**src/rtl/regfile_pkg.sv**
```systemverilog
// -----------------------------------------------------------------------------
// regfile_pkg
//   Types shared by the register file and its clear sequencer.
//   regfile_state_t : clear-sweep FSM states (CLEAR while zeroing, READY after).
// -----------------------------------------------------------------------------
package regfile_pkg;

    typedef enum logic {
        CLEAR = 1'b0,
        READY = 1'b1
    } regfile_state_t;

endpackage : regfile_pkg

```
**src/rtl/regfile_clr_seq.sv**
```systemverilog
// -----------------------------------------------------------------------------
// regfile_clr_seq
//   Post-reset clear sequencer. After rst deasserts it walks a pointer from 0
//   to DEPTH-1, requesting a zero write to each entry, one entry per cycle.
//   When the last entry is written the FSM moves to READY and stays there
//   until the next reset.
//
// Parameters
//   ADDR_W    address width; the sweep covers 2**ADDR_W entries
//
// Ports
//   clk       in   clock, rising edge
//   rst       in   asynchronous active-high reset; restarts the sweep at 0
//   clr_we    out  clear write request (high for the whole sweep)
//   clr_addr  out  entry being cleared this cycle
//   ready     out  high once the sweep has finished
// -----------------------------------------------------------------------------
module regfile_clr_seq
    import regfile_pkg::*;
#(
    parameter int ADDR_W = 3
) (
    input  logic              clk,
    input  logic              rst,
    output logic              clr_we,
    output logic [ADDR_W-1:0] clr_addr,
    output logic              ready
);

    localparam int                DEPTH     = 2 ** ADDR_W;
    localparam logic [ADDR_W-1:0] LAST_ADDR = ADDR_W'(DEPTH - 1);

    regfile_state_t    state, state_next;
    logic [ADDR_W-1:0] ptr, ptr_next;

    // NOTE: sequential state uses non-blocking (<=) so every flop samples
    // pre-edge values; blocking here would create ordering-dependent races.
    always_ff @(posedge clk or posedge rst) begin
        if (rst) begin
            state <= CLEAR;
            ptr   <= '0;
        end else begin
            state <= state_next;
            ptr   <= ptr_next;
        end
    end

    // NOTE: every output of this block gets a default first; a path that
    // leaves a variable unassigned would infer a latch.
    always_comb begin
        state_next = state;
        ptr_next   = ptr;
        clr_we     = 1'b0;
        unique case (state)
            CLEAR: begin
                clr_we   = 1'b1;
                ptr_next = ptr + ADDR_W'(1);
                // The edge that clears the last entry also raises ready.
                if (ptr == LAST_ADDR) begin
                    state_next = READY;
                end
            end
            READY: begin
                ptr_next = ptr;
            end
            default: begin
                state_next = CLEAR;
            end
        endcase
    end

    assign clr_addr = ptr;
    assign ready    = (state == READY);

endmodule : regfile_clr_seq

```
**src/rtl/regfile_2r1w.sv**
```systemverilog
// -----------------------------------------------------------------------------
// regfile_2r1w
//   Parametrised register file: two registered read ports, one write port.
//   After reset an internal sequencer zeroes every entry (DEPTH cycles);
//   user writes are ignored and read data is held at 0 until ready rises.
//
// Configuration macro
//   REGFILE_BYPASS_EN  defined   : write-first; a same-cycle write to the
//                                  address being read is forwarded.
//                      undefined : read-first; a same-cycle read returns the
//                                  old contents. No forwarding logic exists.
//
// Parameters
//   DATA_W    register width
//   ADDR_W    address width, DEPTH = 2**ADDR_W (derived, not overridable)
//   ZERO_REG  1: entry 0 always reads 0 and writes to it are discarded
//
// Ports
//   clk        in   clock, rising edge
//   rst        in   asynchronous active-high reset
//   wr_en      in   write strobe
//   wr_reg     in   write address
//   wr_data    in   write data
//   rd_reg1    in   read address, port 1
//   rd_reg2    in   read address, port 2
//   reg_data1  out  registered read data, port 1 (1-cycle latency)
//   reg_data2  out  registered read data, port 2 (1-cycle latency)
//   ready      out  clear sweep complete, file usable
// -----------------------------------------------------------------------------
module regfile_2r1w #(
    parameter int DATA_W   = 8,
    parameter int ADDR_W   = 3,
    parameter int ZERO_REG = 0
) (
    input  logic              clk,
    input  logic              rst,
    input  logic              wr_en,
    input  logic [ADDR_W-1:0] wr_reg,
    input  logic [DATA_W-1:0] wr_data,
    input  logic [ADDR_W-1:0] rd_reg1,
    input  logic [ADDR_W-1:0] rd_reg2,
    output logic [DATA_W-1:0] reg_data1,
    output logic [DATA_W-1:0] reg_data2,
    output logic              ready
);

    localparam int DEPTH = 2 ** ADDR_W;

    logic              clr_we;
    logic [ADDR_W-1:0] clr_addr;

    regfile_clr_seq #(
        .ADDR_W (ADDR_W)
    ) u_clr_seq (
        .clk      (clk),
        .rst      (rst),
        .clr_we   (clr_we),
        .clr_addr (clr_addr),
        .ready    (ready)
    );

    // ------------------------------------------------------------------
    // Write port: the clear sweep owns the array until ready; afterwards
    // user writes go through, minus writes to a hard-wired zero entry.
    // ------------------------------------------------------------------
    logic              wr_zero_blk;
    logic              user_we;
    logic              arr_we;
    logic [ADDR_W-1:0] arr_addr;
    logic [DATA_W-1:0] arr_data;

    assign wr_zero_blk = (ZERO_REG != 0) && (wr_reg == '0);
    assign user_we     = ready && wr_en && !wr_zero_blk;

    always_comb begin
        arr_we   = 1'b0;
        arr_addr = wr_reg;
        arr_data = wr_data;
        if (clr_we) begin
            arr_we   = 1'b1;
            arr_addr = clr_addr;
            arr_data = '0;
        end else if (user_we) begin
            arr_we = 1'b1;
        end
    end

    logic [DATA_W-1:0] mem [DEPTH];

    // NOTE: the array has no reset branch; the clear sweep zeroes it, which
    // keeps it mappable onto plain RAM/flop arrays without reset wiring.
    always_ff @(posedge clk) begin
        if (arr_we) begin
            mem[arr_addr] <= arr_data;
        end
    end

    // ------------------------------------------------------------------
    // Read value selection per port.
    // ------------------------------------------------------------------
    logic [DATA_W-1:0] rd_val1, rd_val2;

    always_comb begin
        rd_val1 = mem[rd_reg1];
        rd_val2 = mem[rd_reg2];
`ifdef REGFILE_BYPASS_EN
        // Write-first: forward the word being written this cycle.
        if (wr_en && (wr_reg == rd_reg1)) begin
            rd_val1 = wr_data;
        end
        if (wr_en && (wr_reg == rd_reg2)) begin
            rd_val2 = wr_data;
        end
`endif
        // Zero-register suppression overrides forwarding.
        if ((ZERO_REG != 0) && (rd_reg1 == '0)) begin
            rd_val1 = '0;
        end
        if ((ZERO_REG != 0) && (rd_reg2 == '0)) begin
            rd_val2 = '0;
        end
    end

    // ------------------------------------------------------------------
    // Registered read ports: zero under reset and during the sweep.
    // ------------------------------------------------------------------
    always_ff @(posedge clk or posedge rst) begin
        if (rst) begin
            reg_data1 <= '0;
            reg_data2 <= '0;
        end else if (!ready) begin
            reg_data1 <= '0;
            reg_data2 <= '0;
        end else begin
            reg_data1 <= rd_val1;
            reg_data2 <= rd_val2;
        end
    end

endmodule : regfile_2r1w

```
**config.mk**
```make
export PLATFORM = sky130hd
export DESIGN_NAME = regfile_2r1w
export DESIGN_NICKNAME = d
export VERILOG_FILES = /design/src/rtl/regfile_pkg.sv /design/src/rtl/regfile_clr_seq.sv /design/src/rtl/regfile_2r1w.sv
export SDC_FILE = /design/constraint.sdc
export NUM_CORES = 1
export LEC_CHECK = 0
export ABC_AREA = 1
export CAP_MARGIN = 20
export CORE_MARGIN = 4
export CORE_UTILIZATION = 50
export CTS_CLUSTER_DIAMETER = 100
export CTS_CLUSTER_SIZE = 16
export DETAILED_ROUTE_END_ITERATION = 8
export PLACE_DENSITY = 0.68
export SYNTH_ARGS = -nofsm -noshare
export SYNTH_HDL_FRONTEND = slang
export SYNTH_SLANG_ARGS = --single-unit
```
**constraint.sdc**
```tcl
create_clock -name clk -period 1.8 [get_ports clk]
set_input_delay 0.27 -clock clk [delete_from_list [all_inputs] [get_ports clk]]
set_output_delay 0.27 -clock clk [all_outputs]
set_load 0.02 [all_outputs]
```
== Yosys cells after proc, flatten, opt, wreduce, memory -nomap -nowiden ==
Memories as Yosys holds them, arrays and structs flattened.
Cells that the tools add are included.
Word-level totals
  flip-flop bits (word level): 20
  latch bits: 0
  bits in writable memories: 64
  ROM bits: 0
  input bits: 20
  output and inout port bits: 17
  word-level logic and storage cells: 19
  memories: 1
Memories
  mem: words 8, bits a word 8, rd ports 2, clocked after Yosys merged registers in 0, wr ports 1, line regfile_2r1w.sv:88  | logic [DATA_W-1:0] mem [DEPTH];
Operators by class
  add/subtract/negate cells: 1
  multipliers: 0
  div/mod/pow operators: 0
  order comparisons: 0
  equality and inequality tests: 1
  shifts and indexed selects: 0
  multiplexer cells: 11
  bitwise gates (word level): 0
  reduce and logical (&&, ||, !) cells: 1
Operator list (count)
  2-to-1 mux 8 bit: 3
  2-to-1 mux 1 bit: 6
  2-to-1 mux 3 bit: 2
  adder 3 x 1 -> 3 bit, second input constant: 1
  equality test 3 bit, second input constant: 1
  logical AND 1 bit: 1

== Logic depth before layout (Yosys ltp) ==
  depth after elaboration: 5
  mapped depth: 8
  gate-level depth less buffers: 6

== By module ==
From an unflattened synthesis, not the netlist that was laid out.
Unflattened totals
  cell total of the unflattened synthesis: 509
  area total of the unflattened synthesis: 4224.1 µm²
By module, submodules not included
  regfile_2r1w: times used 1, cells each 490, area each 4047.6 µm², sequential area each 2322.2 µm²
  regfile_clr_seq: times used 1, cells each 19, area each 176.4 µm², sequential area each 100.1 µm²

== Worst setup path before layout ==
No wires, ideal clock.
  path kind: reg2reg
  from: register u_clr_seq.state (netlist: u_clr_seq.ready)
  to: memory mem[0][0] (enable)
  library setup time: 0.370 ns
  arrival time: 1.388 ns
  required time: 1.430 ns
  setup slack: 0.042 ns
  stages on the path, launching flop included: 5
  buffers on the path: 0
  period minus slack after synthesis: 1.758 ns
  cell sequence: dfrtp_1 > or2_2 > o21ai_0 > nand2_1 > nor2_1
On the way
  word-level cells in the longest chain between the ends: 5
  elaborated cells on any way between the ends: 6
  classes of those cells: mux: 5; reduce/logical: 1
Ends and longest elaborated chain
  from (decl): line regfile_clr_seq.sv:33  | regfile_state_t state, state_next;
  from (signal assigned): line regfile_clr_seq.sv:43  | state <= state_next;
  logical AND 1 bit: line regfile_2r1w.sv:73  | assign user_we = ready && wr_en && !wr_zero_blk;
  2-to-1 mux 1 bit: line regfile_2r1w.sv:83  | end else if (user_we) begin
  2-to-1 mux 1 bit: line regfile_2r1w.sv:79  | if (clr_we) begin
  2-to-1 mux 1 bit: line regfile_2r1w.sv:93  | if (arr_we) begin
  2-to-1 mux 1 bit (not written as such): line regfile_2r1w.sv:94  | mem[arr_addr] <= arr_data;
  to (decl): line regfile_2r1w.sv:88
Parallel ways exist; a longest one is shown, timed or not.

== Final worst setup path ==
  from: register u_clr_seq.state (netlist: u_clr_seq.ready)
  to: memory mem[6][4] (enable)
Same word-level chain as after synthesis.

==> results.sh <==
export IMPL_cap_violations=0
export IMPL_grt_usage_pct=21.9
export IMPL_num_io_pins=37
export IMPL_power_density_nw_per_um2=829
export IMPL_rows=33
export IMPL_synth_edf_count=64
export IMPL_ys_ff_latch=84
export IMPL_finish_instance_area_um2=4950
export IMPL_netlist_top_cells_area="edfxtp_1 (46%), nand2_1 (16%), dfrtp_1 (12%), nand3_1 (9.5%), inv_1 (6.9%)"
export IMPL_synth_most_common_cell="nand2_1"
export IMPL_seqPwrFrac_pct=52.3
export IMPL_slew_viol_final=0
export IMPL_cts_setup_buffers=0
export IMPL_cp_start_kind="flop"
export IMPL_comb_power_share_pct=12.4
export IMPL_peakVddDrop_mv=0.484
export IMPL_drt_iter0_markers=493
export IMPL_avgRoutedWirePerCell_um=16.1
export IMPL_cts_tree="yes"
export IMPL_place_area_um2=4740
export IMPL_period_minus_slack_ns=1.70
export IMPL_fmax_ghz=0.590
export IMPL_grt_overflow=0
export IMPL_initial_core_util_pct=51.3
export IMPL_final_nets=567
export IMPL_clk_pin_slew_ns=0.09
export IMPL_grt_pass1_vias=3160
export IMPL_clock_root_buffer="clkbuf_8"
export IMPL_cts_max_level=3
export IMPL_min_period_over_period_pct=94.2
export IMPL_insertion_delay_ns=0.35
export IMPL_async_flop_share_pct=23.8
export IMPL_syn_inst=503
export IMPL_grt_max_degree=33
export IMPL_multi_input_area_um2=1310
export IMPL_p_clk_share_pct=35.3
export IMPL_port_buffers=36
export IMPL_syn_nets=525
export IMPL_fill_cells=717
export IMPL_seqCellArea_um2=2420
export IMPL_worst_pin_slew_ns=0.449
export IMPL_vias_per_cell=5.29
export IMPL_switching_share_pct=24.1
export IMPL_slew_headroom_pct=70.0
export IMPL_drive_gt1_share_pct=8.00
export IMPL_clock_sinks=84
export IMPL_clockBufferDepth=2
export IMPL_setup_violations=0
export IMPL_worst_path_max_fanout=15
export IMPL_synth_seq_area_share_pct=57.7
export IMPL_yosysTopAreaCellShare_pct=45.8
export IMPL_required_ns=1.80
export IMPL_areaGrowthSynthToFinish_pct=18.0
export IMPL_vias=3466
export IMPL_first_pass_iters=9
export IMPL_fp_dieArea_um2=9930
export IMPL_synth_top_cell_by_area="edfxtp_1"
export IMPL_synth_common_cells="nand2_1 (181), nand3_1 (80), inv_1 (77)"
export IMPL_reg2reg_depth=5
export IMPL_die_h_um=99.6
export IMPL_finalSetupTns_ns=0
export IMPL_hpwlAfterDp_um=7300
export IMPL_ant_nets=0
export IMPL_die_w_um=99.6
export IMPL_synth_area_um2=4200
export IMPL_place_gp_congestion=0.946
export IMPL_ys_warnings_count=0
export IMPL_grt_pass1_wl_um=16700
export IMPL_synth_top_flop_cell="edfxtp_1"
export IMPL_worstSetupPathType="reg2reg"
export IMPL_p_int_uw=3110
export IMPL_core_area_um2=8180
export IMPL_worstPathArrival_ns=1.69
export IMPL_route_detailed_drc=0
export IMPL_hold_violations=0
export IMPL_cts_buffers=9
export IMPL_antenna_found_initial=0
export IMPL_endpoint_kind="flop"
export IMPL_wl_um=10600
export IMPL_rsz0062_at_grt="true"
export IMPL_n_antenna_cell=0
export IMPL_power_switching_uw=992
export IMPL_ys_types=17
export IMPL_status="finished, final reports clean"
export IMPL_hp_class="in2async"
export IMPL_p_leak_uw=0.00239
export IMPL_syn_area_per_cell_um2=8.35
export IMPL_cts_hold_buf=0
export IMPL_clock_skew_ns=0.0100
layer usage:
layer | GRT usage (%) | share of wire, %
met1 | 30.9 | 42
met2 | 34.7 | 46
met3 | 4.14 | 9.2
met4 | 6.93 | 3.2
met5 | 0 | 0
layout by cell type (no fill, tap or decap), drive strengths merged, types with 2 or more instances in the layout:
cell	instances
buf	22
bufinv	2
clkbuf	9
clkdlybuf4s50	35
clkinv	3
dfrtp	20
edfxtp	64
ha	2
inv	81
nand2	181
nand3	80
nor2	40
o21ai	3
or2	5
timing repair:
action / in CTS / in global routing
setup endpoints to repair: 17 / 21
resized for setup: 3 / 0
hold endpoints to repair: 0 / 0
final timing paths:
check | from | end | slack (ns)
worst max-delay path | u_clr_seq.ready | mem[6][4] | 0.10
worst min-delay path | rst | reg_data2[7] | 0.26
worst max register to register | u_clr_seq.ready | mem[6][4] | 0.10
worst min register to register | u_clr_seq.clr_addr[0] | u_clr_seq.clr_addr[0] | 0.52
max in group asynchronous | rst | u_clr_seq.clr_addr[0] | 1.31
min in group clk | u_clr_seq.clr_addr[0] | u_clr_seq.clr_addr[0] | 0.52
sequential cells by signal (all words and copies together) (netlist names):
register	flops
reg_data2	8
u_clr_seq.clr_addr	3
reg_data1	8
u_clr_seq.ready	1
mem	64
through the flow:
step | worst slack, ns | hold slack (ns) | utilization [%] | instances | power [µW]
after floorplan | 0.0419 | 0.234 | - | 503 | 2480
after global placement | -0.180 | 0.506 | 58.0 | 639 | 2690
after detailed placement | -0.221 | 0.506 | 58.0 | 639 | 2700
after CTS | 0.111 | 0.268 | 60.6 | 655 | 4120
after global routing | -0.0455 | 0.321 | 60.6 | 655 | 4270
final | 0.105 | 0.256 | 60.6 | 655 | 4110
cell type report:
type,instances,area share (%)
flip-flops and latches,84,48.9
repair buffers,58,11.6
clock buffers,9,2.50
well taps,105,2.65
inverters,80,6.06
multi-input cells,312,26.5
clock inverters,7,1.79
cell families (layout without fill, tap and decap cells):
family / after synthesis / in the layout / share of synthesized area (%)
adders and majority gates: 2 / 2 / 0.596
DFF: 84 / 84 / 57.7
and+or+nand+nor: 306 / 306 / 30.0
buffers and inverters: 107 / 154 / 11.1
AOI/OAI and AO/OA: 4 / 4 / 0.536
worst max-delay path: stages, from the launching register on:
cell and delay (ns):
dfrtp_1 0.40, buf_4 0.22, o21ai_0 0.17, inv_1 0.10
nand2_1 0.09, nor2_2 0.37
power groups by stage:
| stage | clock network [µW] | registers (µW) | logic [µW] |
|---|---|---|---|
| 2_1_floorplan | 0 | 2230 | 250 |
| 3_3_place_gp | 0 | 2190 | 500 |
| 3_5_place_dp | 0 | 2190 | 505 |
| 4_1_cts | 1460 | 2150 | 509 |
| 5_1_grt | 1570 | 2150 | 554 |
| 6_report | 1450 | 2150 | 509 |
No activity file was read; power rests on OpenSTA's default activity.
==> variant (config.mk and constraints unchanged) <==
Reset style: synchronous (`rst`), changed in 2 clocked blocks. Comments in the files are not updated.
--- a/src/rtl/regfile_clr_seq.sv
+++ b/src/rtl/regfile_clr_seq.sv
@@ -35,7 +35,7 @@
 
     // NOTE: sequential state uses non-blocking (<=) so every flop samples
     // pre-edge values; blocking here would create ordering-dependent races.
-    always_ff @(posedge clk or posedge rst) begin
+    always_ff @(posedge clk) begin
         if (rst) begin
             state <= CLEAR;
             ptr   <= '0;
--- a/src/rtl/regfile_2r1w.sv
+++ b/src/rtl/regfile_2r1w.sv
@@ -124,7 +124,7 @@
     // ------------------------------------------------------------------
     // Registered read ports: zero under reset and during the sweep.
     // ------------------------------------------------------------------
-    always_ff @(posedge clk or posedge rst) begin
+    always_ff @(posedge clk) begin
         if (rst) begin
             reg_data1 <= '0;
             reg_data2 <= '0;
Formal check against the unedited RTL: differs if rst is asserted again (counterexample within 10 cycles, from zero or initial values and one cycle with rst high); with rst held inactive, the same outputs for 10 cycles.
==> variant against the unedited design <==
Wire length down 1.9%; count of clock-buffer cells in the layout grew 1; area after synthesis fell by 3.1%; critical endpoint is now reg_data1[5]; setup slack improved by 150 ps; total power shrank 1.7%; register-to-register slack improved by 160 ps; cell area shrank 1.5%; sequential power up 2%; sequential cell count did not move; non-clock buffer count increased by 4; critical path type is now register to output port.
==> variant: results (changes against the unedited design) <==
Run status
  – Status: finished, final reports clean

Logic synthesis
  – Cell variety after synth: 18 (+1)
  – Sequential area share after synthesis: 0.5709 (-0.006148)
  – Area contributors post-synth: edfxtp_1, nand2_1, dfxtp_1, nand3_1, inv_1
  – Top cells by count, synth: nand2_1, nand3_1, inv_1
  – Asr flop ratio synth: 0 (-0.2381)
  – Synth Warn #: 0 (unchanged)
  – Yosys reg bits: 84 (unchanged)

Min path
  – Hold WC Path Type: register to register

Worst setup path
  – CP startpoint: reg_data1[5]
  – CP max stage cell: clkdlybuf4s50_1
  – Family with the most delay on the worst path: buffers and inverters
  – Worst r2r path cells: 7 (+2)
  – CP max stage delay: 600 ps (+200 ps)
  – Worst reg2reg path startpoint: u_clr_seq.ready
  – Reg-to-reg endpoint: mem[2][3]
  – CP arrival: 1280 ps (-410 ps)
  – CP Max Fanout: 1 (-14)
  – FF-to-FF setup slack: 260 ps (+160 ps)
  – Critical path destination: reg_data1[5]

Global routing
  – Largest net degree at the start of global routing: 33 (unchanged)
  – First-pass GRT wire length: 16420 µm (-1.7%)
  – Vias in the first global route: 3099 (-1.9%)
  – All-Layer GR Usage: 0.2193 (about the same)

Clocking
  – Maximum root-to-sink buffer count: 2 (unchanged)
  – Clk_lat worst skew: 350 ps (about the same)
  – CTS Buf Count: 9 (unchanged)
  – Htree depth: 3 (unchanged)
  – Root buffer cell: clkbuf_8
  – Post-CTS Setup Inserts: 0 (unchanged)

Drt
  – DRT Pass-1 Iters: 6 (-3)
  – Total number of vias: 3387 (-2.3%)
  – Iteration-0 DRC Markers: 343 (-30%)
  – DR WL/cell: 15.79 µm (-2.2%)

Final layout
  – Layout cells sized above 1: 0.08468 (+0.004685)
  – Nets@finish: 572 (+0.88%)
  – FILL cells: 664 (-7.4%)

Timing
  – Worst slew pin tran: 457.9 ps (+8.526 ps)
  – Fin Clk Skew: 10.13 ps (+0.1248 ps)
  – Post-route setup slack: 253.5 ps (+148.5 ps)

Placement
  – Buffers on Ports: 36 (unchanged)
  – Pre-CTS WS: -170.7 ps (+50.71 ps)
  – Gpl congestion: 0.8617 (-8.9%)
  – Detail Placement HPWL: 7455 µm (+2.2%)

Power and ir drop
  – P_leak: 2.292 nW (-4.2%)
  – Peak supply drop: 0.0005164 V (+6.7%)
==> variant: cell count changes in the layout (fill, tap and decap cells not counted), moves of 3 or more <==
cell and change:
dfrtp_1 -20, a21oi_1 +3, nand2_1 -3, buf_4 +4, nor2_1 +3, dfxtp_1 +19
==> variant: stage by stage <==
| stage | std cells | hold slack [ps] | cell area [µm²] |
|---|---|---|---|
| global placement | 641 | 471.5 | 4677 |
| floorplan | 503 | 339.1 | 4068 |
| detailed placement | 641 | 475.9 | 4677 |
| CTS | 657 | 490.7 | 4877 |
| finish | 657 | 492.9 | 4882 |
| global route | 657 | 524.9 | 4882 |
==> variant: repair_timing <==
| item | in CTS | in global routing |
|---|---|---|
| hold buffers | 0 | 0 |
| gates resized for setup | 1 | 2 |
| endpoints found under the setup margin | 1 | 9 |
| hold endpoints to repair | 0 | 0 |
| gates cloned | 0 | 0 |
==> variant: logic make-up after synthesis <==
| family | share of synthesized area |
|---|---|
| AOI/OAI and AO/OA | 0.009226 |
| adders and majority gates | 0.006151 |
| DFF | 0.5709 |
| buffers and inverters | 0.1034 |
| and+or+nand+nor | 0.3104 |
==> variant: cell type report <==
cell class	count	share of cell area
Sequential cell	84	0.4759
Inverter	79	0.06074
Clock inverter	6	0.01461
Multi-Input combinational cell	314	0.2719
Timing Repair Buffer	62	0.1246
Clock buffer	10	0.02614
Tap cell	102	0.02614
==> variant: power by group <==
part | leakage (nW) | switching (mW) | total (mW) | internal (mW)
Clock | 0.0935 | 0.704 | 1.36 | 0.654
Combinational | 1.41 | 0.300 | 0.495 | 0.195
Sequential | 0.787 | 0.0328 | 2.19 | 2.15
==> variant: worst min path at each step <==
stage / start / end / slack, ps / cells after the start
after floorplan: rst / u_clr_seq.clr_addr[0] / 340 / 1
after global placement: u_clr_seq.clr_addr[2] / u_clr_seq.clr_addr[2] / 470 / 2
after detailed placement: u_clr_seq.clr_addr[2] / u_clr_seq.clr_addr[2] / 480 / 2
after CTS: u_clr_seq.clr_addr[2] / u_clr_seq.clr_addr[2] / 490 / 2
after global routing: u_clr_seq.clr_addr[2] / u_clr_seq.clr_addr[2] / 520 / 2
final: u_clr_seq.clr_addr[2] / u_clr_seq.clr_addr[2] / 490 / 2
==> variant: routing by layer <==
metal  up-vias  global-route usage  share of wire
met5         -                   0              0
met4         0             0.08088          0.021
met3        20             0.04000          0.091
met2       182              0.3429           0.46
met1      1526              0.3070           0.43
li1       1659                   -              -
